`config.mk`:
```
export PLATFORM = sky130hd
export DESIGN_NAME = count_ctrl_fsm_flat
export DESIGN_NICKNAME = d
export VERILOG_FILES = /design/src/rtl/count_ctrl_pkg.sv /design/src/rtl/count_ctrl_fsm_if.sv /design/src/rtl/key_debounce.sv /design/src/rtl/count_ctrl_fsm.sv /design/src/flat_wrapper.sv
export SDC_FILE = /design/constraint.sdc
export NUM_CORES = 1
export LEC_CHECK = 0
export CAP_MARGIN = 20
export CORE_MARGIN = 2
export CORE_UTILIZATION = 30
export CTS_BUF_LIST = sky130_fd_sc_hd__clkbuf_8 sky130_fd_sc_hd__clkbuf_16
export DETAILED_ROUTE_END_ITERATION = 12
export HOLD_SLACK_MARGIN = 0.02
export SKIP_CTS_REPAIR_TIMING = 1
export SYNTH_ARGS = -nofsm -noshare
export SYNTH_HDL_FRONTEND = slang
export SYNTH_HIERARCHICAL = 1
export SYNTH_SLANG_ARGS = --single-unit
```
`constraint.sdc`:
```
create_clock -name clk -period 2.4 [get_ports clk]
set_input_delay 0.48 -clock clk [delete_from_list [all_inputs] [get_ports clk]]
set_output_delay 0.48 -clock clk [all_outputs]
set_load 0.02 [all_outputs]
```
`src/rtl/count_ctrl_pkg.sv`:
```
// Shared types and defaults for the run/pause/clear counter controller.
// State encoding, default limits and the load-value clamp live here.
package count_ctrl_pkg;

    localparam int DEF_CNT_W           = 7;
    localparam int DEF_MAX_COUNT       = 99;
    localparam int DEF_DEBOUNCE_CYCLES = 500000;

    typedef enum logic [1:0] {
        ST_IDLE  = 2'd0,
        ST_RUN   = 2'd1,
        ST_PAUSE = 2'd2,
        ST_DONE  = 2'd3
    } state_e;

    // Up-count always starts from zero; down-count starts from the preset,
    // clamped so an out-of-range switch setting can never exceed the limit.
    function automatic int unsigned load_value(input logic up,
                                               input int unsigned preset,
                                               input int unsigned max_count);
        if (up)
            return 0;
        return (preset > max_count) ? max_count : preset;
    endfunction

endpackage

```
`src/rtl/count_ctrl_fsm_if.sv`:
```
// Board-side signal bundle of the counter controller: strobe, keys, switches
// and the count/state outputs that feed the display decode.
interface count_ctrl_fsm_if #(
    parameter int CNT_W = count_ctrl_pkg::DEF_CNT_W
);
    logic             tick;
    logic             key_start_n;
    logic             key_clr_n;
    logic             up_down;
    logic             wrap_en;
    logic [CNT_W-1:0] preset;
    logic [CNT_W-1:0] count;
    logic [1:0]       state;
    logic             running;
    logic             done;

    modport master (
        output tick, key_start_n, key_clr_n, up_down, wrap_en, preset,
        input  count, state, running, done
    );

    modport slave (
        input  tick, key_start_n, key_clr_n, up_down, wrap_en, preset,
        output count, state, running, done
    );
endinterface

```
`src/rtl/key_debounce.sv`:
```
// Synchronises and debounces one raw active-low pushbutton and emits a
// one-cycle press pulse on the accepted high-to-low transition.
module key_debounce
    import count_ctrl_pkg::*;
#(
    parameter int DEBOUNCE_CYCLES = DEF_DEBOUNCE_CYCLES
) (
    input  logic clk,
    input  logic rst_n_a,
    input  logic key_n,
    output logic press
);

    localparam int            CW   = $clog2(DEBOUNCE_CYCLES + 1);
    localparam logic [CW-1:0] LAST = CW'(DEBOUNCE_CYCLES - 1);

    logic [1:0]    sync;
    logic [1:0]    vld;
    logic          level;
    logic          level_d;
    logic          armed;
    logic [CW-1:0] cnt;

    // A key held through reset must be seen released before it may fire, so
    // presses stay disarmed until a valid synchronised high is observed.
    always_ff @(posedge clk or negedge rst_n_a) begin
        if (!rst_n_a) begin
            // NOTE: synchroniser and level reset to 1 (released) so leaving reset never looks like a press.
            sync    <= 2'b11;
            vld     <= 2'b00;
            level   <= 1'b1;
            level_d <= 1'b1;
            armed   <= 1'b0;
            cnt     <= '0;
            press   <= 1'b0;
        end else begin
            // NOTE: non-blocking throughout so every flop samples pre-edge values.
            sync    <= {sync[0], key_n};
            vld     <= {vld[0], 1'b1};
            level_d <= level;
            press   <= level_d & ~level & armed;
            if (vld[1] && sync[1])
                armed <= 1'b1;

            if (sync[1] == level) begin
                cnt <= '0;
            end else if (cnt == LAST) begin
                level <= sync[1];
                cnt   <= '0;
            end else begin
                cnt <= cnt + CW'(1);
            end
        end
    end

endmodule

```
`src/rtl/count_ctrl_fsm.sv`:
```
// Run/pause/clear controller owning the two-digit count register, direction,
// wrap/saturate policy and the terminal-count pulse.
module count_ctrl_fsm
    import count_ctrl_pkg::*;
#(
    parameter int CNT_W           = DEF_CNT_W,
    parameter int MAX_COUNT       = DEF_MAX_COUNT,
    parameter int DEBOUNCE_CYCLES = DEF_DEBOUNCE_CYCLES
) (
    input  logic clk,
    input  logic rst_n_a,
    count_ctrl_fsm_if.slave bus
);

    localparam logic [CNT_W-1:0] MAX_C = CNT_W'(MAX_COUNT);

    logic             start_ev;
    logic             clr_ev;
    state_e           state_q;
    logic [CNT_W-1:0] count_q;
    logic             done_q;
    logic [CNT_W-1:0] load_val;
    logic [CNT_W-1:0] step_val;
    logic             hit_end;

    key_debounce #(.DEBOUNCE_CYCLES(DEBOUNCE_CYCLES)) u_start_key (
        .clk     (clk),
        .rst_n_a (rst_n_a),
        .key_n   (bus.key_start_n),
        .press   (start_ev)
    );

    key_debounce #(.DEBOUNCE_CYCLES(DEBOUNCE_CYCLES)) u_clr_key (
        .clk     (clk),
        .rst_n_a (rst_n_a),
        .key_n   (bus.key_clr_n),
        .press   (clr_ev)
    );

    // Next count for a tick; hit_end flags a limit reached with wrap disabled.
    always_comb begin
        // NOTE: every output gets a default first so no path infers a latch.
        step_val = count_q;
        hit_end  = 1'b0;
        load_val = CNT_W'(load_value(bus.up_down, 32'(bus.preset), 32'(MAX_COUNT)));
        if (bus.up_down) begin
            if (count_q >= MAX_C) begin
                if (bus.wrap_en) step_val = '0;
                else             hit_end  = 1'b1;
            end else begin
                step_val = count_q + CNT_W'(1);
            end
        end else begin
            if (count_q == '0) begin
                if (bus.wrap_en) step_val = MAX_C;
                else             hit_end  = 1'b1;
            end else begin
                step_val = count_q - CNT_W'(1);
            end
        end
    end

    always_ff @(posedge clk or negedge rst_n_a) begin
        if (!rst_n_a) begin
            state_q <= ST_IDLE;
            count_q <= '0;
            done_q  <= 1'b0;
        end else begin
            done_q <= 1'b0;
            case (state_q)
                ST_IDLE: begin
                    if (clr_ev)
                        count_q <= load_val;
                    else if (start_ev)
                        state_q <= ST_RUN;
                end
                ST_RUN: begin
                    // Clear beats start and tick; start with a tick keeps the step.
                    if (clr_ev) begin
                        state_q <= ST_IDLE;
                        count_q <= load_val;
                    end else begin
                        if (bus.tick)
                            count_q <= step_val;
                        if (start_ev) begin
                            state_q <= ST_PAUSE;
                        end else if (bus.tick && hit_end) begin
                            state_q <= ST_DONE;
                            done_q  <= 1'b1;
                        end
                    end
                end
                ST_PAUSE: begin
                    if (clr_ev) begin
                        state_q <= ST_IDLE;
                        count_q <= load_val;
                    end else if (start_ev) begin
                        state_q <= ST_RUN;
                    end
                end
                ST_DONE: begin
                    if (clr_ev || start_ev) begin
                        state_q <= ST_IDLE;
                        count_q <= load_val;
                    end
                end
                default: state_q <= ST_IDLE;
            endcase
        end
    end

    assign bus.count   = count_q;
    assign bus.state   = state_q;
    assign bus.running = (state_q == ST_RUN);
    assign bus.done    = done_q;

endmodule
```
`src/flat_wrapper.sv`:
```
// flat-port wrapper written by rule: the top's interface ports become plain ports
module count_ctrl_fsm_flat import count_ctrl_pkg::*;
#(
    parameter int CNT_W           = DEF_CNT_W,
    parameter int MAX_COUNT       = DEF_MAX_COUNT,
    parameter int DEBOUNCE_CYCLES = DEF_DEBOUNCE_CYCLES
)
  (clk, rst_n_a, bus_tick, bus_key_start_n, bus_key_clr_n, bus_up_down, bus_wrap_en, bus_preset, bus_count, bus_state, bus_running, bus_done);
  count_ctrl_fsm_if #(.CNT_W(CNT_W)) bus_i ();
  input  logic clk;
  input  logic rst_n_a;
  input wire logic [$bits(bus_i.tick)-1:0] bus_tick;
  input wire logic [$bits(bus_i.key_start_n)-1:0] bus_key_start_n;
  input wire logic [$bits(bus_i.key_clr_n)-1:0] bus_key_clr_n;
  input wire logic [$bits(bus_i.up_down)-1:0] bus_up_down;
  input wire logic [$bits(bus_i.wrap_en)-1:0] bus_wrap_en;
  input wire logic [$bits(bus_i.preset)-1:0] bus_preset;
  output wire logic [$bits(bus_i.count)-1:0] bus_count;
  output wire logic [$bits(bus_i.state)-1:0] bus_state;
  output wire logic [$bits(bus_i.running)-1:0] bus_running;
  output wire logic [$bits(bus_i.done)-1:0] bus_done;
  assign bus_i.tick = bus_tick;
  assign bus_i.key_start_n = bus_key_start_n;
  assign bus_i.key_clr_n = bus_key_clr_n;
  assign bus_i.up_down = bus_up_down;
  assign bus_i.wrap_en = bus_wrap_en;
  assign bus_i.preset = bus_preset;
  assign bus_count = bus_i.count;
  assign bus_state = bus_i.state;
  assign bus_running = bus_i.running;
  assign bus_done = bus_i.done;
  count_ctrl_fsm #(.CNT_W(CNT_W), .MAX_COUNT(MAX_COUNT), .DEBOUNCE_CYCLES(DEBOUNCE_CYCLES)) u_core (.clk(clk), .rst_n_a(rst_n_a), .bus(bus_i));
endmodule
```
==> flow_summary.yaml <==
run_status:
  status: "finished clean"
die:
  chipWidth_um: 110
  die_height_um: 110
  core.rowCount: 38
  die_area_um2: 12100
  initial_util_pct: 30.9
  floorplan.core_area_um2: 10900
  floorplan.io_pins: 25
clocking:
  max-clock-path-buffers: 2
  clkLatencyLatePin_ns: 0.35
  cts_tree: "yes"
  tritoncts_buffer_count: 9
  cts-root-buf: "sky130_fd_sc_hd__clkbuf_8"
  h_tree_levels: 3
  clkTransAtPathRegs_ns: 0.07
  clock_sinks: 64
logic_synthesis:
  sequential_cell_area_fraction_in_the_yosys_report_pct: 47.8
  synth.cell_area_um2: 3370
  netlist-cell-type-count: 55
  synth_top_area_share_pct: 41.6
  synthesis.nets: 371
  syn-mean-instance-area_um2: 9.57
  yosysMostFrequentCell: "sky130_fd_sc_hd__dfrtp_1"
  post_synth_most_frequent_cells: "sky130_fd_sc_hd__dfrtp_1, sky130_fd_sc_hd__nor2_1, sky130_fd_sc_hd__nand2_1"
  syn_inst: 352
  synth-seq-cells: 64
  yosysWarningCount: 6
  leading_post_synthesis_cells_by_cell_area: "sky130_fd_sc_hd__dfrtp_1, sky130_fd_sc_hd__dfstp_2, sky130_fd_sc_hd__nor2_1, sky130_fd_sc_hd__xnor2_1, sky130_fd_sc_hd__a21oi_1"
  synth_area_leader_cell: "sky130_fd_sc_hd__dfrtp_1"
  synth-edff-count: 0
  postSynth.topFlopCell: "sky130_fd_sc_hd__dfrtp_1"
  synthArstFlopShare_pct: 100
power:
  static-leakage-power_nw: 1.55
  vdd.ir_drop.worst_mv: 0.196
  power_density_nw_per_um2: 530
place:
  place_area_um2: 3810
  globalplace.congestion: 0.837
  numPlacedInstances: 513
  io_buffers: 24
  sum_of_net_half_perimeters_after_detailed_placement_um: 4940
  preCtsSetupSlack_ns: 0.190
setup_path:
  worstSetupPathType: "reg2out"
  critPathMaxStageDelay_ns: 0.68
  rrSetupSlack_ns: 0.37
  crit_path_end_kind: "output port"
  r2r_start: "u_core/bus.count[0]$_DFFE_PN0P_"
  critPathSlowestCell: "sky130_fd_sc_hd__clkdlybuf4s50_1"
  worst_r2r_path_cells: 7
  crit_chain: "clkdlybuf4s50_1"
  setup.worst_path.start_class: "flop"
  timing.critical_path.required_ns: 1.92
  highest_fanout_seen_on_the_critical_path: 12
  critical_path_arrival_ns: 1.61
  buf_inv_on_cp: 1
  r2r_path_end: "u_core/bus.count[4]$_DFFE_PN0P_"
  critical_path.top_delay_family: "buffers and inverters"
flow_run:
  cap_viol_max_count: 0
global_route:
  grt_start_max_net_pins: 44
  grt_overflow: 0
  global_route_wire_length_before_repair_um: 12300
  grt_antenna_before_repair: 0
  grt_use_total_pct: 13.1
  first_global_vias: 2579
layout:
  antenna_cells_inserted: 0
  final_nets: 403
  finish.cell_count_without_fillers: 529
  post_route_design_area_um2: 4010
  num-fill-cells: 1110
  area_growth_pct: 19.0
  layout-drive-gt1-share_pct: 15.2
detailed_routing:
  drt_first_pass_iters: 4
  route.antenna.remaining_nets: 0
  detail_route.wirelength_um: 7160
  dr_wl_cell_um: 13.5
  route.detailed.drc: 0
  via_per_inst: 4.98
  route.vias.total: 2636
  drt_first_iter_violations: 283
timing:
  final.setup_skew_ns: 0.00621
  slew-limit-headroom_pct: 64.9
  final-hold-violation-count: 0
  min_period_ns: 2.09
  final_max_slew_viol_count: 0
  rsz0062_at_grt: "no"
  layout_worst_path_cycle_share_pct: 87.2
  tightest_slew_ns: 0.526
  final.setup.tns_ns: 0
  setup_viol: 0
  max_freq_mhz: 478
  final_critical_path_setup_slack_ns: 0.308
worst_hold_path:
  holdCritPathClass: "in2async"
cells in the final DEF, fill, tap and decap left out, types with 5 or more instances in the layout:
cell	instances
sky130_fd_sc_hd__ha_1	5
sky130_fd_sc_hd__clkdlybuf4s50_1	23
sky130_fd_sc_hd__inv_1	14
sky130_fd_sc_hd__xor2_1	9
sky130_fd_sc_hd__nor2_2	5
sky130_fd_sc_hd__nor2_1	45
sky130_fd_sc_hd__nand3_1	15
sky130_fd_sc_hd__nor4_1	9
sky130_fd_sc_hd__xnor2_1	19
sky130_fd_sc_hd__o31ai_1	6
sky130_fd_sc_hd__a21oi_1	20
sky130_fd_sc_hd__nor3_1	7
sky130_fd_sc_hd__nand4_1	11
sky130_fd_sc_hd__o21ai_0	11
sky130_fd_sc_hd__dfrtp_1	56
sky130_fd_sc_hd__clkbuf_8	10
sky130_fd_sc_hd__dfstp_2	8
sky130_fd_sc_hd__buf_4	10
sky130_fd_sc_hd__or3_1	7
sky130_fd_sc_hd__nand2_1	25
sky130_fd_sc_hd__or4_1	7
worst max path at each step:
| stage | slack (ns) | endpoint | startpoint | cells after the start |
|---|---|---|---|---|
| 2_1_floorplan | 0.35 | u_core/bus.count[4]$_DFFE_PN0P_ | u_core/bus.count[0]$_DFFE_PN0P_ | 8 |
| 3_3_place_gp | 0.25 | u_core/bus.count[5]$_DFFE_PN0P_ | bus_up_down | 7 |
| 3_5_place_dp | 0.19 | u_core/bus.count[3]$_DFFE_PN0P_ | bus_up_down | 7 |
| 4_1_cts | 0.27 | bus_count[5] | u_core/bus.count[5]$_DFFE_PN0P_ | 1 |
| 5_1_grt | 0.22 | bus_count[5] | u_core/bus.count[5]$_DFFE_PN0P_ | 1 |
| 6_report | 0.31 | bus_count[5] | u_core/bus.count[5]$_DFFE_PN0P_ | 1 |
kinds of logic after synthesis:
kind of cell | after synthesis | synth area share (%)
buf+inv | 27 | 3.34
simple gates | 155 | 24.8
xor+xnor | 28 | 7.28
compound gates | 67 | 13.3
other cells | 2 | 0.223
fa+ha+maj | 5 | 1.86
mux | 4 | 1.34
flops | 64 | 47.8
area by class of cell:
cell class	instances	area, um2	share of cell area, %
clock buffer	10	138	3.43
clock inverter	6	61.3	1.53
multi-input combinational	261	1640	41.0
sequential	64	1610	40.2
tap	140	175	4.37
timing repair buffer	35	330	8.24
inverter	13	48.8	1.22
where the power goes:
group          leakage, nW  internal [mW]  total, mW  switching [mW]
Sequential           0.836           1.10       1.11          0.0123
Clock                0.101          0.501      0.913           0.412
Combinational        0.610         0.0418      0.104          0.0619
Total                 1.55           1.64       2.13           0.486
stage by stage:
| stage | power (mW) | util, % | hold slack [ns] |
|---|---|---|---|
| 6_report | 2.13 | 36.8 | 0.107 |
| 5_1_grt | 2.23 | 36.8 | 0.123 |
| 4_1_cts | 2.17 | 36.8 | 0.101 |
| 3_5_place_dp | 1.23 | 35.0 | 0.335 |
| 3_3_place_gp | 1.23 | 35.0 | 0.333 |
| 2_1_floorplan | 1.17 | - | 0.184 |
per-layer routing:
metal	up-vias	track usage [%]	share of wire [%]
met5	-	0	0
met4	0	5.79	0.95
met3	6	3.85	3.9
met2	52	20.3	47
met1	1266	16.8	48
li1	1312	-	-
flip-flops by register name (all words and copies together) (netlist names), 2 cells and up:
| name | cells |
|---|---|
| u_core/u_start_key/vld | 2 |
| u_core/u_clr_key/cnt | 19 |
| u_core/u_start_key/cnt | 19 |
| u_core/u_clr_key/vld | 2 |
| u_core/u_start_key/sync | 2 |
| u_core/bus.state | 2 |
| u_core/bus.count | 7 |
| u_core/u_clr_key/sync | 2 |
No activity file was read; power rests on OpenSTA's default activity.
